<file path="src/rtl/mem_pkg.sv">
// Shared constants and types for the memory burst sequencer.
//
// Contents:
//   WIDTH, ADDR_WIDTH, DEPTH  - memory geometry (256 x 16)
//   burst_state_t             - sequencer FSM state
//   burst_cmd_t               - one burst command (direction, start address, beats - 1)
package mem_pkg;

  localparam int unsigned WIDTH      = 16;
  localparam int unsigned ADDR_WIDTH = 8;
  localparam int unsigned DEPTH      = 2 ** ADDR_WIDTH;

  typedef enum logic {
    IDLE,
    ACTIVE
  } burst_state_t;

  typedef struct packed {
    logic                  wr_rd;
    logic [ADDR_WIDTH-1:0] addr;
    logic [ADDR_WIDTH-1:0] len;
  } burst_cmd_t;

endpackage

</file>
<file path="src/rtl/mem_burst_ctrl.sv">
// Burst sequencer in front of a single-port 256x16 memory.
//
// Accepts one burst command (start address, beat count - 1, direction) and issues one
// single-word valid/ready transaction per beat, incrementing the address modulo DEPTH.
// Write data is pulled from an upstream valid/ready stream through a one-word holding
// register; read data is returned one cycle after each handshake with a last-beat flag.
//
// Ports:
//   clk_i, rst_i                         clock, asynchronous active-high reset
//   cmd_valid_i/cmd_ready_o              burst command handshake
//   cmd_wr_rd_i, cmd_addr_i, cmd_len_i   direction (1 = write), start address, beats - 1
//   wr_valid_i/wr_ready_o, wr_data_i     upstream write data stream
//   rd_valid_o, rd_data_o, rd_last_o     downstream read data stream (cannot stall)
//   done_o                               one-cycle pulse when a burst completes
//   addr_o, wdata_o, wr_rd_o, valid_o    memory request (all register-driven)
//   mem_rdata_i, mem_ready_i             memory response
//   err_o                                only with MEM_BURST_BOUND_CHECK_EN: pulses with
//                                        done_o when a command would cross the top of memory
//
// Build option:
//   MEM_BURST_BOUND_CHECK_EN  reject (no transactions, err_o + done_o) any command with
//                             cmd_addr_i + cmd_len_i > DEPTH - 1. Undefined: addresses wrap.
module mem_burst_ctrl #(
  parameter int unsigned WIDTH      = mem_pkg::WIDTH,
  parameter int unsigned ADDR_WIDTH = mem_pkg::ADDR_WIDTH,
  parameter int unsigned DEPTH      = mem_pkg::DEPTH
) (
  input  logic                  clk_i,
  input  logic                  rst_i,
  input  logic                  cmd_valid_i,
  output logic                  cmd_ready_o,
  input  logic                  cmd_wr_rd_i,
  input  logic [ADDR_WIDTH-1:0] cmd_addr_i,
  input  logic [ADDR_WIDTH-1:0] cmd_len_i,
  input  logic                  wr_valid_i,
  output logic                  wr_ready_o,
  input  logic [WIDTH-1:0]      wr_data_i,
  output logic                  rd_valid_o,
  output logic [WIDTH-1:0]      rd_data_o,
  output logic                  rd_last_o,
  output logic                  done_o,
  output logic [ADDR_WIDTH-1:0] addr_o,
  output logic [WIDTH-1:0]      wdata_o,
  output logic                  wr_rd_o,
  output logic                  valid_o,
  input  logic [WIDTH-1:0]      mem_rdata_i,
  input  logic                  mem_ready_i
`ifdef MEM_BURST_BOUND_CHECK_EN
  ,
  output logic                  err_o
`endif
);

  import mem_pkg::*;

  burst_state_t          state_q;
  burst_cmd_t            cmd;
  logic [ADDR_WIDTH-1:0] addr_q;
  logic [ADDR_WIDTH-1:0] cnt_q;     // beats remaining after the current one
  logic                  dir_q;
  logic                  valid_q;
  logic                  hold_full_q;
  logic [WIDTH-1:0]      wdata_q;
  logic                  rd_valid_q;
  logic [WIDTH-1:0]      rd_data_q;
  logic                  rd_last_q;
  logic                  done_q;
  logic                  cmd_fire;
  logic                  wr_fire;
  logic                  mem_fire;
  logic                  last_beat;
  logic                  cmd_oob;

  assign cmd = {cmd_wr_rd_i, cmd_addr_i, cmd_len_i};

  assign cmd_ready_o = (state_q == IDLE);
  assign cmd_fire    = cmd_valid_i && cmd_ready_o;
  // Holding register only refills once the previous word has been handed to memory.
  assign wr_ready_o  = (state_q == ACTIVE) && dir_q && !hold_full_q;
  assign wr_fire     = wr_valid_i && wr_ready_o;
  assign mem_fire    = valid_q && mem_ready_i;
  assign last_beat   = (cnt_q == '0);

`ifdef MEM_BURST_BOUND_CHECK_EN
  logic [ADDR_WIDTH:0] cmd_end;
  logic                err_q;

  // One extra bit so the sum cannot wrap before the comparison.
  assign cmd_end = {1'b0, cmd.addr} + {1'b0, cmd.len};
  assign cmd_oob = cmd_end > (ADDR_WIDTH + 1)'(DEPTH - 1);
  assign err_o   = err_q;
`else
  assign cmd_oob = 1'b0;
`endif

  always_ff @(posedge clk_i or posedge rst_i) begin
    if (rst_i) begin
      state_q     <= IDLE;
      addr_q      <= '0;
      cnt_q       <= '0;
      dir_q       <= 1'b0;
      valid_q     <= 1'b0;
      hold_full_q <= 1'b0;
      wdata_q     <= '0;
      rd_valid_q  <= 1'b0;
      rd_data_q   <= '0;
      rd_last_q   <= 1'b0;
      done_q      <= 1'b0;
`ifdef MEM_BURST_BOUND_CHECK_EN
      err_q       <= 1'b0;
`endif
    end else begin
      // Pulse outputs default low every cycle.
      rd_valid_q <= 1'b0;
      rd_last_q  <= 1'b0;
      done_q     <= 1'b0;
`ifdef MEM_BURST_BOUND_CHECK_EN
      err_q      <= 1'b0;
`endif
      case (state_q)
        IDLE: begin
          if (cmd_fire) begin
            if (cmd_oob) begin
              done_q <= 1'b1;
`ifdef MEM_BURST_BOUND_CHECK_EN
              err_q  <= 1'b1;
`endif
            end else begin
              state_q <= ACTIVE;
              dir_q   <= cmd.wr_rd;
              addr_q  <= cmd.addr;
              cnt_q   <= cmd.len;
              // Reads request immediately; writes wait for the first data word.
              valid_q <= !cmd.wr_rd;
            end
          end
        end
        ACTIVE: begin
          if (wr_fire) begin
            wdata_q     <= wr_data_i;
            hold_full_q <= 1'b1;
            valid_q     <= 1'b1;
          end
          if (mem_fire) begin
            addr_q      <= (addr_q == ADDR_WIDTH'(DEPTH - 1)) ? '0 : addr_q + 1'b1;
            cnt_q       <= cnt_q - 1'b1;
            hold_full_q <= 1'b0;
            if (!dir_q) begin
              rd_valid_q <= 1'b1;
              rd_data_q  <= mem_rdata_i;
              rd_last_q  <= last_beat;
            end
            if (last_beat) begin
              state_q <= IDLE;
              valid_q <= 1'b0;
              done_q  <= 1'b1;
            end else if (dir_q) begin
              valid_q <= 1'b0;
            end
          end
        end
        default: state_q <= IDLE;
      endcase
    end
  end

  assign addr_o     = addr_q;
  assign wdata_o    = wdata_q;
  assign wr_rd_o    = dir_q;
  assign valid_o    = valid_q;
  assign rd_valid_o = rd_valid_q;
  assign rd_data_o  = rd_data_q;
  assign rd_last_o  = rd_last_q;
  assign done_o     = done_q;

endmodule
</file>
<file path="config.mk">
export PLATFORM = sky130hd
export DESIGN_NAME = mem_burst_ctrl
export DESIGN_NICKNAME = d
export VERILOG_FILES = /design/src/rtl/mem_pkg.sv /design/src/rtl/mem_burst_ctrl.sv
export SDC_FILE = /design/constraint.sdc
export NUM_CORES = 1
export LEC_CHECK = 0
export BUFFER_PORTS_ARGS = -buffer_cell sky130_fd_sc_hd__clkbuf_2
export CELL_PAD_IN_SITES_DETAIL_PLACEMENT = 0
export CELL_PAD_IN_SITES_GLOBAL_PLACEMENT = 1
export CORE_MARGIN = 2
export CORE_UTILIZATION = 33
export CTS_CLUSTER_DIAMETER = 60
export DETAILED_ROUTE_END_ITERATION = 16
export GPL_TIMING_DRIVEN = 0
export PLACE_DENSITY_LB_ADDON = 0.1
export SYNTH_ARGS = -nofsm -noshare
export SYNTH_HDL_FRONTEND = slang
export SYNTH_SLANG_ARGS = --single-unit
export TNS_END_PERCENT = 100
</file>
<file path="constraint.sdc">
create_clock -name clk_i -period 1.5 [get_ports clk_i]
set_input_delay 0.225 -clock clk_i [delete_from_list [all_inputs] [get_ports clk_i]]
set_output_delay 0.225 -clock clk_i [all_outputs]
set_load 0.02 [all_outputs]
</file>
Word level (Yosys, flattened, before mapping) --
Cells that the tools add are included.
Cells by class: add/sub/neg operators 2, equal/unequal tests 3, muxes and demuxes 28, bitwise logic cells 2, reductions and logical operators 14
Operator list (count):
- 2-to-1 mux 8 bit | 5
- one-hot mux 8 bit (2 select lines) | 2
- 2-to-1 mux 1 bit | 18
- adder 8 x 1 -> 8 bit, second input constant | 1
- equality test 8 bit, second input constant | 1
- logical NOT 8 bit | 1
- AND reduction 2 bit | 4
- subtractor 8 x 1 -> 8 bit, second input constant | 1
- one-hot mux 1 bit (2 select lines) | 3
- logical AND 1 bit | 5
- inequality test 2 x 1 -> 1 bit, second input constant | 2
- AND reduction 3 bit | 1
- logical NOT 1 bit | 2
- NOT 1 bit | 2
- nonzero test 2 bit | 1
Word-level totals: register bits 55, input port bits 54, word-level logic and storage cells 60

Logic depth before layout (Yosys ltp) --
Gate-level depths: netlist (run 1).
depth after elaboration 8, gate-level depth with buffers 7, gate-level depth less buffers 6

Worst setup path after synthesis (run 1) --
OpenSTA, ideal clock, no wires.
kind register -> register, start point register dir_q, in the netlist wr_rd_o, end point register wdata_q[10], in the netlist wdata_o[10], library setup time 0.127 ns, data arrival time 1.686 ns, path slack -0.314 ns, stages on the path, launching flop included 7, path buffers 2, period minus slack after synthesis 1.814 ns, cells stage by stage dfrtp_1 -> nand2_1 -> nor2_1 -> and2_1 -> buf_6 -> buf_6 -> mux2_1
Between the ends: longest elaborated chain between the ends 4
Ends and longest elaborated chain:
- from (decl) | RTL line mem_burst_ctrl.sv:60 | logic dir_q;
- from (signal assigned) | RTL line mem_burst_ctrl.sv:130 | dir_q <= cmd.wr_rd;
- logical AND 1 bit (2 in a row) | RTL line mem_burst_ctrl.sv:79 | assign wr_ready_o = (state_q == ACTIVE) && dir_q && !hold_full_q;
- named net wr_ready_o | RTL line mem_burst_ctrl.sv:36 | output logic wr_ready_o,
- logical AND 1 bit | RTL line mem_burst_ctrl.sv:80 | assign wr_fire = wr_valid_i && wr_ready_o;
- AND reduction 2 bit (no source line)
- to (signal assigned) | RTL line mem_burst_ctrl.sv:140 | wdata_q <= wr_data_i;
- to (decl) | RTL line mem_burst_ctrl.sv:63 | logic [WIDTH-1:0] wdata_q;
The timed path passes the listed nets, and every way through them passes these cells. A chain may end at the register's enable or synchronous reset.

Final worst setup path (run 1) --
start point register cnt_q[0], end point register cnt_q[7]
Between the ends: longest elaborated chain between the ends 3
Ends and longest elaborated chain:
- from (decl) | RTL line mem_burst_ctrl.sv:59 | logic [ADDR_WIDTH-1:0] cnt_q;
- from (signal assigned) | RTL line mem_burst_ctrl.sv:132 | cnt_q <= cmd.len;
- from (signal assigned) | RTL line mem_burst_ctrl.sv:146 | cnt_q <= cnt_q - 1'b1;
- subtractor 8 x 1 -> 8 bit | RTL line mem_burst_ctrl.sv:146
- 2-to-1 mux 8 bit | RTL line mem_burst_ctrl.sv:144 | if (mem_fire) begin
- one-hot mux 8 bit (2 select lines) | RTL line mem_burst_ctrl.sv:120 | case (state_q)
Every way passes these cells. The select of a mux whose other input is x is not followed.

==> impl_metrics.tcl, run 1 <==
set metrics [dict create \
    outcome "finished with violations" \
    failed_checks "negative setup slack" \
    drc_violations 0 \
    drtAntennaViolNets 0 \
    postSynthNetCount 261 \
    global_route.peak_usage_layer "met2" \
    rsz_0062_raised_after_global_routing "yes" \
    power_leakage_nw 1.71 \
    insertion_delay_ns 0.30 \
    synthesis.area_per_instance_um2 12.2 \
    path_cells "or3_4, or3_4, o211ai_2, o311ai_2" \
    grt_pass1_vias 1920 \
    drive_gt1_share_pct 59.3 \
    critical-path-top-cell-by-count "sky130_fd_sc_hd__or3_4" \
    grt_overflow_total 0 \
    crit_path_max_fanout 3 \
    reg2reg_slack_ns -0.04 \
    cts_tree "built" \
    cts-root-buf "sky130_fd_sc_hd__clkbuf_8" \
    yosys-mux-area-fraction_pct 16.5 \
    critical_path_arrival_ns 1.73 \
    grtUsageMet3_pct 3.32 \
    number_of_flip_flops_and_latches_in_the_synthesized_netlist 55 \
    synth_top_cells_by_count "sky130_fd_sc_hd__dfrtp_1 (55), sky130_fd_sc_hd__mux2_2 (21), sky130_fd_sc_hd__nand2_1 (16)" \
    required_ns 1.69 \
    worst_path_setup_slack_after_routing_ns -0.0410 \
    reg2reg_to "cnt_q[7]" \
    core_um2 7290 \
    cts_buffers 5 \
    startpoint_type_of_the_worst_setup_path "flip-flop" \
    port_buffers 100 \
    synth_compound_gate_area_share_pct 10.8 \
    initial_core_util_pct 34.2 \
    crit_path_end_kind "flip-flop" \
    globalRouteTotalUtil_pct 14.7 \
    yosysWarnings 0 \
    maximum_single_stage_delay_on_the_critical_path_ns 0.40 \
    synthDistinctLibCells 47 \
    vdd_ir_drop_max_mv 0.717 \
    routed_via_density 4.84 \
    report.power.total_w 0.00772 \
    post_synth_main_area_contributors "sky130_fd_sc_hd__dfrtp_1 (55%), sky130_fd_sc_hd__mux2_2 (9.5%), sky130_fd_sc_hd__mux2_1 (5.4%)" \
    die_area_um2 8280 \
    postSynth.asyncResetShare_pct 100 \
    timing.final.setup_violations 3 \
    synth_simple_gate_area_share_pct 12.3 \
    number_of_antenna_repair_diodes 0 \
    crit-reg2reg-launch "cnt_q[0]" \
    power_density_cells_nw_per_um2 2120 \
    main_combinational_cell_family_by_area_after_synthesis "multiplexers" \
    synth_largest_type_area_fraction_pct 55.1 \
    hold-path-cell-count 2 \
    synth_seq_area_share_pct 55.1 \
    dr.first_iter.drc_count 33 \
    syn-instance-count 204 \
    grt_pass1_wl_um 9640 \
    timing.slew.headroom_pct 66.4 \
    timing.critical_path.slowest_stage_cell "sky130_fd_sc_hd__dfrtp_1" \
    num-fill-cells 709 \
    crit_type "flip-flop to flip-flop" \
    via_count 2086 \
    clock-skew-final_ns 0.00734 \
    ys.flop_type "sky130_fd_sc_hd__dfrtp_1" \
    drt-wirelength-per-cell_um 14.8 \
    io_pins 101 \
    cts_htree_levels 2 \
    post_synth_xor_area_fraction_pct 0.351 \
    synth-adder-area-share_pct 1.50 \
    antenna_found_initial 0 \
    grtUsageMet2_pct 23.1 \
    final_nets 388 \
    grtUsageMet1_pct 20.4 \
    timing.reg2reg.worst_path_depth 4 \
    netlist.top_cell.by_area "sky130_fd_sc_hd__dfrtp_1" \
    cts.path.max_buffers 2 \
    timing.setup.tns_ns -0.0456 \
    cts_sinks 55 \
    min-delay-start "wr_data_i[5]" \
    synth_enable_flop_cells 0 \
    maximum_number_of_pins_on_one_net_before_global_route_repair 56 \
    die_width_um 91.0 \
    rows 31 \
    critical_path.n_buffers_inverters 0 \
    tightestPinTransition_ns 0.502 \
    synth.cell_area_um2 2500 \
    fmaxAchievable_mhz 649 \
    yosys.cell_count.top_type "sky130_fd_sc_hd__dfrtp_1" \
    dr.pass1.iters 4 \
    holdPathEnd "wdata_o[5]" \
    hpwl_um 4350 \
    finalWorstPathRequiredPeriod_ns 1.54 \
    maxCapViolCount 0 \
    wirelength_um 6400 \
    fin_crit_sh_pct 103 \
    clkTransAtPathRegs_ns 0.10 \
    drv_slew 0 \
    gpl.final_weighted_congestion 0.754 \
    die-height_um 91.0 \
    critical-path-top-delay-family "simple AND/OR/NAND/NOR gates" \
    timing_hold_violations_final 0 \
    areaGrowthSynthToFinish_pct 46.0 \
    hold_class "primary input to flip-flop" \
    pre_cts_slack_ns -0.172 \
]
[metrics by stage]
step	util (%)	instances	area, um^2	hold slack (ns)
global route	50.0	431	3640	0.116
CTS	46.7	419	3400	0.121
detailed placement	43.2	403	3150	0.451
finish	50.0	431	3640	0.131
floorplan	-	204	2520	0.299
global placement	43.2	403	3150	0.446
[metal layers]
metal	vias to the layer above	wire (um)
li1	991	-
met1	1032	2940
met2	58	3130
met3	5	271
met4	0	59
met5	-	0
[timing repair]
action	CTS	global route
hold buffers	0	1
setup buffers	8	10
pin swaps	2	7
resized for setup	15	36
cloned	1	1
endpoints found under the hold margin	0	20
setup endpoints to repair	28	23
[cells by family (layout without fill, tap and decap cells)]
family | count (synthesis) | after routing
AOI/OAI and AO/OA | 40 | 40
xor gates and xnor gates | 1 | 1
adders and majority gates | 3 | 3
buffers and inverters | 16 | 144
DFF | 55 | 55
muxes | 37 | 37
and+or+nand+nor | 52 | 52
[worst register-to-register path: stages (launching register included)]
cell	delay (ns)
sky130_fd_sc_hd__dfrtp_1	0.40
sky130_fd_sc_hd__or3_4	0.40
sky130_fd_sc_hd__or3_4	0.36
sky130_fd_sc_hd__o211ai_2	0.15
sky130_fd_sc_hd__o311ai_2	0.11
[flip-flops by register name, indices dropped and copies added, names as in the netlist]
name,cells
rd_valid_o,1
rd_last_o,1
done_o,1
cnt_q,8
valid_o,1
state_q,1
hold_full_q,1
rd_data_o,16
addr_o,8
wdata_o,16
wr_rd_o,1
[power by group]
part           switching [W]  internal (W)
registers           0.000522       0.00220
clock network       0.000489      0.000499
logic                0.00213       0.00189
total                0.00314       0.00458
[cell usage in the layout (no fill, tap or decap), drive strengths merged, types with 6 or more instances in the layout]
cell type  netlist  final
a21oi           11     11
buf              8     28
clkbuf           2    107
dfrtp           55     55
mux2            33     33
nand2           16     16
nand3            6      6
nor2             8      8
o21ai           11     11
[layout make-up]
type,instances,area (um^2),area share [%]
multi-input cells,133,1190,32.6
well taps,99,124,3.40
flip-flops and latches,55,1390,38.0
repair buffers,122,723,19.8
clock buffers,6,72.6,1.99
clock inverters,2,37.5,1.03
plain buffers,8,83.8,2.30
inverters,6,30.0,0.824
[how the worst max path moves through the flow]
stage,cells after the start,to,startpoint
final,4,cnt_q[7],cnt_q[0]
after global routing,4,cnt_q[7],cnt_q[0]
after CTS,4,cnt_q[7],cnt_q[2]
after detailed placement,6,cnt_q[6],cnt_q[0]
after global placement,6,cnt_q[6],cnt_q[0]
after floorplan,6,wdata_o[10],wr_rd_o
No activity file was read; power rests on OpenSTA's default activity.
==> inputs of run 2 (changes only) <==
Settings changed: CTS_BUF_LIST set to sky130_fd_sc_hd__clkbuf_16, CTS_CLUSTER_SIZE set to 10.
==> run 2 against run 1 <==
Against the previous run: sequential share of layout area rose by 0.95 points; critical path type unchanged; worst setup slack improved by 0.016 ns; critical path depth unchanged; final area shrank 2.4%; largest cell class unchanged; sequential power hardly changed; wire length shrank 6.2%; the flow still finishes with violations (negative setup slack); worst hold slack gained 0.022 ns; register-to-register slack better by 0.02 ns; sequential cell count unchanged.
==> impl_metrics.tcl, run 2 (synthesis gave the netlist of run 1 again) <==
set metrics [dict create \
    die_area_um2 8280 \
    cts.path.max_buffers 2 \
    dr.first_iter.drc_count 43 \
    areaGrowthSynthToFinish_pct 42.4 \
    port_buffers 100 \
    drv_slew 0 \
    critical_path_arrival_ns 1.69 \
    drt-wirelength-per-cell_um 14.2 \
    report.power.total_w 0.00770 \
    final_nets 380 \
    number_of_antenna_repair_diodes 0 \
    power_leakage_nw 1.67 \
    grt_pass1_wl_um 9460 \
    cts_tree "built" \
    vdd_ir_drop_max_mv 0.676 \
    numPlacedInstances 403 \
    crit_type "flip-flop to flip-flop" \
    layout_commonest_cell "sky130_fd_sc_hd__clkbuf_2" \
    hpwl_um 4350 \
    outcome "finished with violations" \
    rows 31 \
    wirelength_um 6000 \
    timing_hold_violations_final 0 \
    timing.final.setup_violations 1 \
    power_density_cells_nw_per_um2 2160 \
    num-fill-cells 711 \
    clkTransAtPathRegs_ns 0.07 \
    maxCapViolCount 0 \
    initial_core_util_pct 34.2 \
    via_count 2038 \
    antenna_found_initial 0 \
    grt_overflow_total 0 \
    hold_class "primary input to flip-flop" \
    gpl.final_weighted_congestion 0.754 \
    cts_buffers 5 \
    die_width_um 91.0 \
    finish.cell_count_without_fillers 423 \
    startpoint_type_of_the_worst_setup_path "flip-flop" \
    globalRouteTotalUtil_pct 14.4 \
    clock-skew-final_ns 0.00356 \
    worst_path_setup_slack_after_routing_ns -0.0253 \
    io_pins 101 \
    finalWorstPathRequiredPeriod_ns 1.53 \
    crit_path_max_fanout 3 \
    rsz_0062_raised_after_global_routing "yes" \
    timing.slew.headroom_pct 68.9 \
    drive_gt1_share_pct 56.2 \
    mostFrequentLayoutCells "sky130_fd_sc_hd__clkbuf_2 (101), sky130_fd_sc_hd__dfrtp_1 (48), sky130_fd_sc_hd__mux2_2 (21), sky130_fd_sc_hd__buf_4 (14), sky130_fd_sc_hd__nand2_1 (13)" \
    timing.setup.tns_ns -0.0253 \
    final_util_pct 48.7 \
    failed_checks "negative setup slack" \
    die-height_um 91.0 \
    insertion_delay_ns 0.29 \
    cts_htree_levels 2 \
    required_ns 1.66 \
    drc_violations 0 \
    grt_pass1_vias 1880 \
    cts-root-buf "sky130_fd_sc_hd__clkbuf_16" \
    cts_sinks 55 \
    maximum_number_of_pins_on_one_net_before_global_route_repair 56 \
    routed_via_density 4.82 \
    fin_crit_sh_pct 102 \
    tightestPinTransition_ns 0.465 \
    drtAntennaViolNets 0 \
    fmaxAchievable_mhz 656 \
    core_um2 7290 \
    crit_path_end_kind "flip-flop" \
    dr.pass1.iters 4 \
]
==> run 2: worst paths after layout <==
check | from | endpoint | slack, ns | depth (start not counted)
max | cnt_q[2] | cnt_q[7] | -0.03 | 4
min | wr_data_i[5] | wdata_o[5] | 0.15 | 2
max reg2reg | cnt_q[2] | cnt_q[7] | -0.03 | 4
min reg2reg | wdata_o[10] | wdata_o[10] | 0.49 | 1
max in group asynchronous | rst_i | addr_o[0] | 0.48 | 4
min in group asynchronous | rst_i | wdata_o[0] | 0.49 | 3
==> run 2: per-layer routing <==
layer | part of all wire [%] | track usage, %
met5 | 0 | 0
met4 | 1.0 | 3.79
met3 | 4.7 | 3.57
met2 | 49 | 22.3
met1 | 45 | 20.3
==> run 2: repair_timing <==
action	in CTS	in global routing
setup endpoints to repair	27	31
cloned	0	1
hold buffers	0	1
pin swaps	2	7
gates resized for setup	15	21
buffers inserted	2	9
endpoints found under the hold margin	0	19
==> run 2: cell type report <==
| class | count | area [um^2] | area share, % |
|---|---|---|---|
| buffer | 8 | 81.3 | 2.29 |
| clock buffer | 5 | 125 | 3.52 |
| clock inverter | 3 | 41.3 | 1.16 |
| inverter | 6 | 26.3 | 0.739 |
| multi-input combinational | 133 | 1130 | 31.9 |
| sequential | 55 | 1390 | 39.0 |
| tap | 99 | 124 | 3.48 |
| timing repair buffer | 114 | 638 | 18.0 |
==> run 2: report_power, final <==
part	switching, W	total, W	internal (W)
combinational	0.00202	0.00368	0.00166
clock	0.000514	0.00130	0.000782
sequential	0.000515	0.00272	0.00220
==> run 2: per-stage QoR <==
step	area, um^2	worst slack (ns)	hold WS [ns]
final	3550	-0.0253	0.153
after global routing	3550	-0.0612	0.144
after floorplan	2520	-0.0745	0.299
after detailed placement	3150	-0.172	0.451
after global placement	3150	-0.154	0.446
after CTS	3370	-0.0388	0.147
==> run 2: worst max-delay path, cell delays in order (launching register included) <==
cell	delay, ns
sky130_fd_sc_hd__dfrtp_2	0.41
sky130_fd_sc_hd__or3_4	0.37
sky130_fd_sc_hd__or3_4	0.36
sky130_fd_sc_hd__o211ai_2	0.15
sky130_fd_sc_hd__o311ai_2	0.11
